### src/rtl/serialize_vlen.sv
// Variable-length lane serializer.
// Takes one wide word of up to LANES lanes plus an active-lane count and
// emits the active lanes one per cycle, lane 0 first. The last lane carries
// an end-of-transaction flag. A new word loads on the same edge as the
// previous eot handshake, so consecutive words have no bubble between them.
//
// Handshake: a transfer happens on a rising edge where valid & ready are
// both high. A producer holds valid and data steady until that transfer.
// A consumer may raise or lower ready at any time. ready may depend on the
// other side's ready, but never on valid.
module serialize_vlen #(
    parameter int W     = 16,
    parameter int LANES = 4,
    parameter int CW    = $clog2(LANES + 1),
    parameter int DIN   = CW + LANES * W
) (
    input  logic           clk,
    input  logic           rst,
    output logic           din_ready,
    input  logic           din_valid,
    input  logic [DIN-1:0] din_data,
    input  logic           dout_ready,
    output logic           dout_valid,
    output logic [W:0]     dout_data
);

    localparam int IW = (LANES > 1) ? $clog2(LANES) : 1;

    typedef enum logic {
        IDLE = 1'b0,
        BUSY = 1'b1
    } state_t;

    state_t               state_q, state_d;
    logic [IW-1:0]        idx_q, idx_d;
    logic [CW-1:0]        cnt_q, cnt_d;
    logic [LANES*W-1:0]   hold_q, hold_d;

    logic                 busy;
    logic                 eot;
    logic                 accept;
    logic                 fire;
    logic [CW-1:0]        cnt_in;
    logic [CW-1:0]        n_eff;

    // Decode the incoming count, clamp it, and derive the handshake terms.
    always_comb begin
        busy       = (state_q == BUSY);
        cnt_in     = din_data[DIN-1 -: CW];
        n_eff      = (cnt_in > CW'(LANES)) ? CW'(LANES) : cnt_in;
        // cnt_q is never 0 while busy, so the subtraction cannot wrap in BUSY.
        eot        = busy && (CW'(idx_q) == (cnt_q - CW'(1)));
        // Accepting on the eot handshake is what removes the inter-word bubble.
        din_ready  = ~rst & (~busy | (dout_ready & eot));
        accept     = din_valid & din_ready;
        fire       = busy & dout_ready;
        dout_valid = busy;
        dout_data  = {eot, hold_q[idx_q*W +: W]};
    end

    // Next-state logic. A load from the input overrides the eot return to IDLE.
    always_comb begin
        state_d = state_q;
        idx_d   = idx_q;
        cnt_d   = cnt_q;
        hold_d  = hold_q;
        if (fire) begin
            if (eot) begin
                state_d = IDLE;
                idx_d   = '0;
            end else begin
                idx_d   = idx_q + IW'(1);
            end
        end
        if (accept) begin
            if (n_eff != '0) begin
                state_d = BUSY;
                idx_d   = '0;
                cnt_d   = n_eff;
                hold_d  = din_data[LANES*W-1:0];
            end else begin
                // An empty word is consumed and dropped; nothing is emitted.
                state_d = IDLE;
                idx_d   = '0;
            end
        end
    end

    // State register with synchronous reset; a reset discards any in-flight word.
    always_ff @(posedge clk) begin
        if (rst) begin
            state_q <= IDLE;
            idx_q   <= '0;
            cnt_q   <= '0;
            hold_q  <= '0;
        end else begin
            state_q <= state_d;
            idx_q   <= idx_d;
            cnt_q   <= cnt_d;
            hold_q  <= hold_d;
        end
    end

endmodule

### config.mk
export PLATFORM = sky130hd
export DESIGN_NAME = serialize_vlen
export DESIGN_NICKNAME = d
export VERILOG_FILES = /design/src/rtl/serialize_vlen.sv
export SDC_FILE = /design/constraint.sdc
export NUM_CORES = 1
export LEC_CHECK = 0
export BUFFER_PORTS_ARGS = -buffer_cell sky130_fd_sc_hd__buf_2
export CORE_ASPECT_RATIO = 0.8
export CORE_UTILIZATION = 52
export DETAILED_ROUTE_END_ITERATION = 16
export PLACE_DENSITY = 0.8
export SYNTH_ARGS = -nofsm -noshare
export SYNTH_HDL_FRONTEND = slang
export SYNTH_SLANG_ARGS = --single-unit
### constraint.sdc
create_clock -name clk -period 2.45 [get_ports clk]
set_clock_uncertainty 0.1 [all_clocks]
set_input_delay 0.1225 -clock clk [delete_from_list [all_inputs] [get_ports clk]]
set_output_delay 0.1225 -clock clk [all_outputs]
set_load 0.02 [all_outputs]
==> metrics.cfg <==
[timing]
finalWorstSetupSlack_ns=0.134
drv_slew=0
final_hold_viol_count=0
worst_slew_pin_slew_ns=0.666
setup-tns-final_ns=0
worst_slew_margin_rel_pct=55.6
maximum_clock_frequency_ghz=0.432
grt_setup_unrepaired=false
final_clock_period_utilization_by_the_worst_path_pct=94.5
finalWorstPathRequiredPeriod_ns=2.32
setup_viol=0

[cts]
clkSlewWorstSetupHoldPaths_ns=0.07
clk-insertion-delay-late_ns=0.34
cts_htree_levels=3
postCtsSetupBuffers=0
cts_buffer_depth=2
clock_tree_from_tritoncts=done
clock_tree.root_cell=sky130_fd_sc_hd__clkbuf_8
cts_num_sinks=70
cts-buffers-inserted=9

[worst_setup_path]
start_kind=flop
r2r_start=cnt_q[0]
critical-path-slowest-cell=sky130_fd_sc_hd__o41a_4
cell_depth_of_the_worst_flop_to_flop_path=7
worst_setup_path_end_kind=output pin
path_class=flop to output pin
critical_path_peak_fanout=26
crit_path_max_incr_delay_ns=0.52
crit_arrival_ns=2.09
regToRegSetupSlack_ns=0.30
startpoint_of_the_most_critical_setup_path=cnt_q[0]
required_ns=2.23
critical_path.cell_chain=inv_1 > ha_4 > xnor2_2 > o41a_4 > buf_12 > nor2_1 > buf_4

[placed_design]
dpl_worst_slack_ns=0.150
hpwl_mm=5.48
gp_routability_congestion=0.809
io_buffers=89

[finish]
mostFrequentLayoutCell=sky130_fd_sc_hd__buf_2
num_antenna_cells=0
most-common-layout-cells=88 x sky130_fd_sc_hd__buf_2, 69 x sky130_fd_sc_hd__a21oi_1, 69 x sky130_fd_sc_hd__dfxtp_1, 69 x sky130_fd_sc_hd__dlygate4sd3_1, 68 x sky130_fd_sc_hd__nand3_1
area_growth_pct=44.4
layout.nets=566
layout-drive-gt1-share_pct=27.5

[global_routing]
groute.layer.met2.usage_pct=55.1
via_count_of_the_first_global_routing_pass=3260
wire_length_of_the_first_global_routing_pass_mm=15.3
global_route.peak_usage_layer=met2
met1_usage_pct=39.6
grt_start_max_net_pins=67
met3_usage_pct=8.76
grt_util_all_layers_pct=32.0
globalRoute.totalOverflow=0
grt_antenna_before_repair=0

[synthesis]
yosysWarningCount=0
synth_fp_nets=427
synth_sequential_area_ratio_pct=44.1
mappedNetlistArea_um2=3170
flip_flop_and_latch_count_after_synthesis=70
synth_xor_area_share_pct=1.06
synth_compound_gate_area_share_pct=23.7
synth.area.mux_share_pct=11.7
post_synth_and_or_nand_nor_area_fraction_pct=12.1
combinational_family_with_the_most_area_after_synthesis=compound AO/OA/AOI/OAI gates
number_of_distinct_standard_cells_referenced_by_the_synthesized_netlist=26
synth_area_per_cell_um2=8.94
synthAdderAreaFrac_pct=0.394
postSynthCellCount=355

[hold_path]
min-delay-path-class=input pin to flop
worst_hold_path.num_cells=2
origin_of_the_worst_min_delay_path=rst

[route]
detail_route.first_pass.iterations=5
drt_first_iter_violations=336
routed_wire_length_per_instance_um=17.1
drc_violation_count_after_routing=0
vias=3402
via_per_inst=5.88
final_routed_wirelength_mm=9.87
antenna_left=0

[floorplanning]
core-area_um2=5910
floorplan.initialDensity_pct=53.7
die_area_um2=6420
fp-row-count=25
floorplan.die.height_um=71.9
die_width_um=89.4
ioPinCount=90

[power]
worst_supply_voltage_drop_on_vdd_uv=396
leakage_nw=1.79
power_density_nw_per_um2=582

[job]
cap_violations=0

[outcome]
outcome=finished clean

## cell usage after synthesis
cell	count	share of area, %
sky130_fd_sc_hd__a21oi_1	69	11
sky130_fd_sc_hd__a311oi_1	2	0.55
sky130_fd_sc_hd__and2_1	1	0.20
sky130_fd_sc_hd__buf_1	5	0.59
sky130_fd_sc_hd__buf_2	4	0.63
sky130_fd_sc_hd__buf_4	3	0.71
sky130_fd_sc_hd__buf_6	5	1.8
sky130_fd_sc_hd__clkbuf_1	23	2.7
sky130_fd_sc_hd__dfxtp_1	70	44
sky130_fd_sc_hd__ha_1	1	0.39
sky130_fd_sc_hd__inv_1	4	0.47
sky130_fd_sc_hd__mux2_2	1	0.35
sky130_fd_sc_hd__mux4_2	16	11
sky130_fd_sc_hd__nand2_1	1	0.12
sky130_fd_sc_hd__nand2b_1	1	0.20
sky130_fd_sc_hd__nand3_1	68	11
sky130_fd_sc_hd__nor2_1	3	0.35
sky130_fd_sc_hd__nor3_1	2	0.32
sky130_fd_sc_hd__o21ai_0	57	9.0
sky130_fd_sc_hd__o21ai_1	13	2.0
sky130_fd_sc_hd__o41a_1	1	0.35
sky130_fd_sc_hd__o41ai_4	1	0.87
sky130_fd_sc_hd__or3_1	1	0.20
sky130_fd_sc_hd__xnor2_1	1	0.28
sky130_fd_sc_hd__xnor2_2	1	0.51
sky130_fd_sc_hd__xor2_1	1	0.28
## final cells by class
type                       instances  area (um2)
clock inverter                     4        47.5
inverter                           4        15.0
clock buffer                      11         141
multi-input combinational        241        1590
fill                             392        1330
timing repair buffer             168        1290
sequential                        70        1400
tap                               81         101
## worst max-delay path, delay by kind of cell, from the launching register on
family | cells | cell delay, ns
adders and majority gates | 1 | 0.24
buffers and inverters | 3 | 0.39
xor gates and xnor gates | 1 | 0.16
and+or+nand+nor | 1 | 0.09
AOI/OAI and AO/OA | 1 | 0.52
DFF | 1 | 0.34
## what timing repair did
action	in CTS	in global routing
hold endpoints to repair	68	0
hold buffers	69	0
pin swaps	0	0
gates resized for setup	4	3
endpoints found under the setup margin	1	1
cloned	1	0
## metrics by stage
| stage | cell area (um2) | instances | power (mW) | hold WS (ns) | util [%] |
|---|---|---|---|---|---|
| after floorplan | 3170 | 355 | 1.53 | 0.135 | - |
| after global placement | 3630 | 494 | 1.66 | 0.252 | 61.5 |
| after detailed placement | 3630 | 494 | 1.67 | 0.256 | 61.5 |
| after CTS | 4570 | 579 | 2.66 | 0.164 | 77.2 |
| after global routing | 4580 | 579 | 2.78 | 0.194 | 77.5 |
| final | 4580 | 579 | 2.67 | 0.176 | 77.5 |
## flip-flops by register name, indices dropped and copies added (netlist names)
register    flops
cnt_q           3
dout_valid      1
hold_q         64
idx_q           2
## routing by layer
| layer | share of wire, % | wire [um] |
|---|---|---|
| met2 | 51 | 5010 |
| met4 | 1.4 | 142 |
| met1 | 40 | 3990 |
| met5 | 0 | 0 |
| met3 | 7.4 | 729 |
## worst paths after layout
check,end
setup / recovery,din_ready
setup reg to reg,hold_q[14]
hold reg to reg,hold_q[24]
hold / removal,hold_q[52]
## logic make-up (layout without fill, tap and decap cells)
group	Yosys count	in the layout
xor gates and xnor gates	3	3
and+or+nand+nor	77	77
buffers and inverters	44	187
muxes	17	17
AOI/OAI and AO/OA	143	143
DFF	70	70
adders and majority gates	1	1
## power breakdown
group / internal, mW / switching [mW] / leakage (nW)
registers: 1.21 / 0.0365 / 0.574
clock network: 0.489 / 0.409 / 0.0952
logic: 0.255 / 0.274 / 1.12
Note: power is estimated with default switching activity, not from simulation.
